$ cat config.mk
export PLATFORM = sky130hd
export DESIGN_NAME = dmem_responder
export DESIGN_NICKNAME = d
export VERILOG_FILES = /design/src/rtl/dmem_pkg.sv /design/src/rtl/dmem_array.sv /design/src/rtl/dmem_responder.sv
export SDC_FILE = /design/constraint.sdc
export NUM_CORES = 2
export LEC_CHECK = 0
export ABC_AREA = 1
export BUFFER_PORTS_ARGS = -buffer_cell sky130_fd_sc_hd__buf_2
export CAP_MARGIN = 5
export CORE_ASPECT_RATIO = 1.75
export CORE_MARGIN = 2
export CORE_UTILIZATION = 40
export CTS_BUF_LIST = sky130_fd_sc_hd__clkbuf_16
export DETAILED_ROUTE_END_ITERATION = 6
export PLACE_DENSITY = 0.63
export SETUP_SLACK_MARGIN = 0.15
export SLEW_MARGIN = 40
export SYNTH_ARGS = -nofsm -noshare
export SYNTH_HDL_FRONTEND = slang
export SYNTH_SLANG_ARGS = --single-unit
$ cat constraint.sdc
create_clock -name clk -period 4.7 [get_ports clk]
set_input_delay 0.705 -clock clk [delete_from_list [all_inputs] [get_ports clk]]
set_output_delay 0.705 -clock clk [all_outputs]
set_load 0.02 [all_outputs]
$ cat src/rtl/dmem_pkg.sv
// rtl/dmem_pkg.sv - shared types and defaults for the dmem_responder slice
// Contents: FSM state enum, data width, default DEPTH / WAIT_CYCLES.
package dmem_pkg;

    localparam int DATA_W              = 32;
    localparam int DEFAULT_DEPTH       = 64;
    localparam int DEFAULT_WAIT_CYCLES = 2;

    typedef enum logic [1:0] {
        IDLE = 2'd0,
        WAIT = 2'd1,
        RESP = 2'd2
    } state_t;

endpackage

$ cat src/rtl/dmem_array.sv
// rtl/dmem_array.sv - word array, synchronous write, combinational read, reset clear
// Optional feature macro: DMEM_PARITY_EN (adds one stored parity bit per word).
// Ports:
//   clk, reset     clock, synchronous active-high clear of every word
//   we             write enable, word written on rising edge
//   waddr, wdata   write word index and data
//   raddr, rdata   read word index and combinational read data
//   wpar, rpar     (DMEM_PARITY_EN only) parity bit written / read alongside data
module dmem_array
    import dmem_pkg::*;
#(
    parameter int DEPTH = DEFAULT_DEPTH
) (
    input  logic                     clk,
    input  logic                     reset,
    input  logic                     we,
    input  logic [$clog2(DEPTH)-1:0] waddr,
    input  logic [DATA_W-1:0]        wdata,
    input  logic [$clog2(DEPTH)-1:0] raddr,
    output logic [DATA_W-1:0]        rdata
`ifdef DMEM_PARITY_EN
    ,
    input  logic                     wpar,
    output logic                     rpar
`endif
);

    logic [DATA_W-1:0] mem [DEPTH];

    always_ff @(posedge clk) begin
        if (reset) begin
            for (int i = 0; i < DEPTH; i++) begin
                mem[i] <= '0;
            end
        end else if (we) begin
            mem[waddr] <= wdata;
        end
    end

    assign rdata = mem[raddr];

`ifdef DMEM_PARITY_EN
    logic [DEPTH-1:0] par;

    always_ff @(posedge clk) begin
        if (reset) begin
            par <= '0;
        end else if (we) begin
            par[waddr] <= wpar;
        end
    end

    assign rpar = par[raddr];
`endif

endmodule

$ cat src/rtl/dmem_responder.sv
// rtl/dmem_responder.sv - wait-state data memory responder (IDLE/WAIT/RESP)
// Optional feature macro: DMEM_PARITY_EN (adds parity_err output and per-word parity).
// Ports:
//   clk, reset        clock, synchronous active-high reset
//   mem_rd, mem_wr    read / write request, held until ready
//   addr, wr_data     byte address and write data, latched at capture
//   rd_data           read data; holds last read result (0 after an error)
//   ready             one-cycle completion strobe
//   addr_err          qualifies ready: request rejected
//   parity_err        (DMEM_PARITY_EN only) qualifies ready: stored parity mismatch
module dmem_responder
    import dmem_pkg::*;
#(
    parameter int DEPTH       = DEFAULT_DEPTH,
    parameter int WAIT_CYCLES = DEFAULT_WAIT_CYCLES
) (
    input  logic              clk,
    input  logic              reset,
    input  logic              mem_rd,
    input  logic              mem_wr,
    input  logic [DATA_W-1:0] addr,
    input  logic [DATA_W-1:0] wr_data,
    output logic [DATA_W-1:0] rd_data,
    output logic              ready,
    output logic              addr_err
`ifdef DMEM_PARITY_EN
    ,
    output logic              parity_err
`endif
);

    localparam int AW = $clog2(DEPTH);

    state_t            state, state_nxt;
    logic [3:0]        cnt, cnt_nxt;
    logic              capture;

    logic [DATA_W-1:0] cap_addr;
    logic [DATA_W-1:0] cap_wdata;
    logic              cap_rd;
    logic              cap_wr;

    logic [AW-1:0]     cap_idx;
    logic              cap_err;
    logic              arr_we;
    logic [DATA_W-1:0] arr_rdata;
    logic [DATA_W-1:0] rd_hold;

    // Decode works only on the latched request, so the requester may change
    // its inputs freely once captured.
    assign cap_idx = cap_addr[AW+1:2];
    assign cap_err = (cap_addr[1:0] != 2'b00)
                   || (cap_addr[DATA_W-1:AW+2] != '0)
                   || (cap_rd && cap_wr);

    always_ff @(posedge clk) begin
        if (reset) begin
            state     <= IDLE;
            cnt       <= '0;
            cap_addr  <= '0;
            cap_wdata <= '0;
            cap_rd    <= 1'b0;
            cap_wr    <= 1'b0;
            rd_hold   <= '0;
        end else begin
            state <= state_nxt;
            cnt   <= cnt_nxt;
            if (capture) begin
                cap_addr  <= addr;
                cap_wdata <= wr_data;
                cap_rd    <= mem_rd;
                cap_wr    <= mem_wr;
            end
            // Reads and errors replace the held value; writes leave it alone.
            if (ready && (cap_err || cap_rd)) begin
                rd_hold <= rd_data;
            end
        end
    end

    // RESP always falls back to IDLE, and IDLE only captures on the following
    // edge; that bubble keeps a request still held during RESP from being
    // served twice.
    always_comb begin
        state_nxt = state;
        cnt_nxt   = cnt;
        capture   = 1'b0;
        case (state)
            IDLE: begin
                if (mem_rd || mem_wr) begin
                    capture   = 1'b1;
                    cnt_nxt   = '0;
                    state_nxt = (WAIT_CYCLES == 0) ? RESP : WAIT;
                end
            end
            WAIT: begin
                if (cnt == 4'(WAIT_CYCLES - 1)) begin
                    state_nxt = RESP;
                end else begin
                    cnt_nxt = cnt + 4'd1;
                end
            end
            RESP: begin
                state_nxt = IDLE;
            end
            default: begin
                state_nxt = IDLE;
            end
        endcase
    end

    // Reset in RESP suppresses the strobe in that same cycle so an abandoned
    // request never shows a completion.
    always_comb begin
        ready    = (state == RESP) && !reset;
        addr_err = ready && cap_err;
        arr_we   = ready && cap_wr && !cap_err;
        rd_data  = rd_hold;
        if (ready) begin
            if (cap_err) begin
                rd_data = '0;
            end else if (cap_rd) begin
                rd_data = arr_rdata;
            end
        end
    end

`ifdef DMEM_PARITY_EN
    logic arr_rpar;

    // Even parity: stored bit equals XOR of the data, so data plus bit has
    // an even number of ones.
    assign parity_err = ready && !cap_err && cap_rd && (arr_rpar != ^arr_rdata);
`endif

    dmem_array #(
        .DEPTH (DEPTH)
    ) u_array (
        .clk   (clk),
        .reset (reset),
        .we    (arr_we),
        .waddr (cap_idx),
        .wdata (cap_wdata),
        .raddr (cap_idx),
        .rdata (arr_rdata)
`ifdef DMEM_PARITY_EN
        ,
        .wpar  (^cap_wdata),
        .rpar  (arr_rpar)
`endif
    );

endmodule

Word level (Yosys, flattened, before mapping)
Memories as Yosys holds them, arrays and structs flattened. A register that Yosys moved wholly into a read port is not among the register bits. Cells that the tools add are included.

Memory bits (writable): 2048. Memories: 1. Logic and storage cells: 55. Register bits after elaboration: 104. Input port bits: 68. Output and inout port bits: 34.

Memory list: u_array.mem (depth 64, bits a word 32, rd ports 1, clocked after memory_dff 1, wr ports 64, RTL line dmem_array.sv:28) `logic [DATA_W-1:0] mem [DEPTH];`.

Reductions and logical operators: 19. Multiplexer cells: 21. $add $sub $neg: 1. Eq/ne operators: 6.

Operators by type and width (count): 32-bit two-way mux (4); 32-bit OR reduction (1); 24-bit nonzero test (1); 6-bit two-way mux (3); 1-bit two-way mux (8); 4-bit two-way mux (2); 4-bit one-hot mux with 2 select lines (1); 1-bit logical AND (6); 2-bit != test (second input constant) (3); 4-bit by 1-bit adder with 4-bit output (second input constant) (1); 4-bit by 1-bit equality test with 1-bit output (second input constant) (1); 1-bit logical OR (4); 2-bit two-way mux (2); 2-bit one-hot mux with 2 select lines (1); 2-bit nonzero test (2); 3-bit AND reduction (1); 2-bit by 1-bit equality test with 1-bit output (second input constant) (1); 2-bit equality test (second input constant) (1); 1-bit logical NOT (2); 2-bit logical NOT (1); 2-bit AND reduction (1).

Depth between registers and ports, before layout
Word-level depth: 10. Depth in mapped cells: 14.

Modules after synthesis
From an unflattened synthesis, not the netlist that was laid out.

Cells, all modules: 9891. Area, all modules: 95545.4 sq um.

By module, submodules not included: dmem_array (sequential area each 61499.0 sq um, area each 91327.6 sq um, cells each 9294, times used 1); dmem_responder (sequential area each 2082.0 sq um, area each 4217.8 sq um, cells each 597, times used 1).

Worst setup path after synthesis
Ideal clock, no wire load.

Path type: input -> register. Start point: input reset. End point: memory u_array.mem[12][0] (enable). Library setup time: 466 ps. Arrival time: 4060 ps. Data required time: 4234 ps. Setup slack: 175 ps. Stages: 5. Path through: nor4_2 nand4_1 clkbuf_1 buf_2 o21ai_0.

RTL lines: start, declared (RTL line dmem_responder.sv:18) `input logic reset,`; end, declared (RTL line dmem_array.sv:28).

==> results.cfg <==
[worst_hold_path]
min_path_cells = 3
min-delay-start = wr_data[6]
holdCritPathClass = in -> reg

[global_routing]
grt_antenna_before_repair = 10
grt_max_degree = 140
track_usage_pct = 27.0
use_met3_pct = 5.03
use_met2_pct = 46.0
busiest_layer = met2
grt_first_pass_wirelength_um = 506000
grt_pass1_vias = 77000
grt_overflow = 0
grtUsageMet1_pct = 30.6

[power]
total_power_mw = 45.5
swShare_pct = 29.1
clkPwrFrac_pct = 36.4
p_seq_share_pct = 48.2
intPower_mw = 32.3
powerDensity_mw_per_mm2 = 414
power.switching_mw = 13.2
pwr-share-comb_pct = 15.4
p_leak_nw = 36.8
ir_drop_mv = 0.302

[synth]
ys_seq_area_share_pct = 64.6
ys_types = 23
synth_top_family_by_area = simple AND/OR/NAND/NOR gates
syn_nets = 9978
synthAdderAreaFrac_pct = 0.0254
synth_area_mm2 = 0.0986
syn_inst = 9908
synth_enable_flop_cells = 2048
synth-compound-area-share_pct = 1.05
synth_seq_cells = 2158
synth_simple_gate_area_share_pct = 29.3
synth_ff_type = edfxtp_1
synth_xor_area_share_pct = 0
synth-async-reset-ratio_pct = 0
synth_mux_area_share_pct = 0
yosys_warnings = 0
avgSynthCellArea_um2 = 9.95

[floorplanning]
core_mm2 = 0.246
start_util_pct = 40.1
die_x_um = 379
io_pins = 102
dieArea_mm2 = 0.251
die_y_um = 661
rows = 241

[worst_setup_path]
slowest_delay_ns = 0.36
rr_startpoint = cap_addr[0]
endpoint_kind = output pin
cp-start-kind = flop
crit_required_ns = 3.99
cp_cell_sequence = buf_12, clkinv_16, buf_16, nand2_1, nand3_1, nand3_1, nand3_1, nand3_1, nand3_1, nand3_2, nand2_1, buf_2
crit_top_cell = nand3_1
path_class = reg -> out
reg2reg_depth = 9
cp_top_family = simple AND/OR/NAND/NOR gates
arrival_ns = 3.93
cp_max_fo = 41
path_buf_inv = 4
cpMaxStageDelayCell = dfxtp_4
cp.depth = 12

[route]
ant_nets = 0
routed_wl_um = 347000
wl_per_cell_um = 27.1
drt_pass1_iterations = 7
drt_iter0_markers = 10200
drc = 4
num_vias = 78800
post_drt_via_cell_ratio = 6.15

[timing]
slew_violations = 0
timing.fmax_mhz = 216
clock_skew_ns = 0.0892
period_needed_ns = 4.64
period_share_pct = 98.7
setup_tns_ns = 0
fin_hold_ws_ns = 0.0861
fin_ws_ns = 0.0601
worst_slew_pin_slew_ns = 0.978
slew_headroom_pct = 34.8
finalSetupViolations = 0
finalHoldViolCount = 0
rsz0062_at_grt = yes

[outcome]
outcome = finished, violations left
failed_checks = DRC

[cells_and_area]
final_net_count = 9434
layout.cells.non_filler = 12800
final_area_mm2 = 0.110
utilization_pct = 44.6
fill_cells = 22800
layout_commonest_cell = nand2_1
drive_above_1_share_pct = 8.86
syn2layout_area_growth_pct = 11.2
final_cell_mix = nand2_1, nor3_1, edfxtp_1

[clocking]
cts_tree = done
clkTransAtPathRegs_ns = 0.07
cts_max_level = 4
numCtsBuffers = 200
clkLatencyLatePin_ns = 0.91
clock_sinks = 2158
cts-root-buf = clkbuf_16
hold_buffers = 0
ctsLongestPathBuffers = 4

[placed_design]
dpl.cell_count = 12400
numPortBuffers = 101
hpwl_um = 200000
place_ws_ns = 0.580
post_dp_cell_area_mm2 = 0.103
gp_congestion = 0.892

[flow_run]
maxCapViolCount = 0
[routing by layer]
metal  vias to the layer above  wire length (um)
li1                      34300                 -
met1                     38800            118000
met2                      4577            174000
met3                      1123             31100
met5                         -                29
met4                         4             24800
[what timing repair did]
action | 4_1_cts | 5_1_grt
cloned | 2 | 4
setup buffers | 5 | 0
gates resized for setup | 25 | 9
setup endpoints to repair | 32 | 20
[worst reg2reg max path: cells and delay by family, from the launching register on]
| family | cells | cell delay [ns] |
|---|---|---|
| buf+inv | 4 | 1.19 |
| simple gates | 4 | 1.18 |
| flops | 1 | 0.31 |
| compound gates | 1 | 0.70 |
[cell usage after synthesis, types with 2 or more instances]
cell type  number  area [um^2]
clkbuf_1      798         3000
ha_1            2         25.0
nor3_1       2054        10300
a21oi_1        73          365
buf_2         308         1540
nor4_1          2         12.5
inv_2           4         15.0
buf_4           2         15.0
nor2_1         70          263
nand4_1         8         50.1
dfxtp_1       110         2200
buf_1          65          244
inv_1          52          195
nand2_1      2134         8010
nand3_1      2041        10200
or2_2           2         12.5
o21ai_0       130          651
edfxtp_1     2048        61500
[registers in the layout (all words and copies together), names as in the netlist, named ones only]
signal and cells:
cap_wr 1, cap_rd 1, u_array.mem 2048, rd_hold 32, cnt 4, cap_wdata 32
cap_addr 32, state 2
[logic make-up after synthesis]
logic type                 after synthesis
AOI/OAI and AO/OA                      206
adders and majority gates                2
buffers and inverters                 1230
DFF                                   2158
and+or+nand+nor                       6312
[worst paths after layout]
| kind | to | slack, ns |
|---|---|---|
| max | rd_data[0] | 0.06 |
| min | cap_wdata[6] | 0.09 |
| max reg2reg | u_array.mem[47][6] | 0.99 |
| min reg2reg | cap_wdata[12] | 0.45 |
[area by class of cell]
class / instances / area [um^2] / area share (%)
multi-input combinational: 6520 / 30800 / 28.1
inverter: 57 / 298 / 0.271
clock inverter: 158 / 1330 / 1.22
antenna: 4 / 10.0 / 0.00912
timing repair buffer: 427 / 4320 / 3.94
sequential: 2158 / 63700 / 58.1
clock buffer: 203 / 5080 / 4.63
tap: 3280 / 4100 / 3.74
[power groups by stage]
stage	Combinational [mW]	Clock, mW	Sequential [mW]
floorplan	3.88	0	22.3
global placement	6.67	0	22.3
detailed placement	6.72	0	22.3
CTS	6.82	16.6	21.9
global route	7.34	17.3	21.9
finish	7.02	16.6	21.9
No activity file was read; power rests on OpenSTA's default activity.
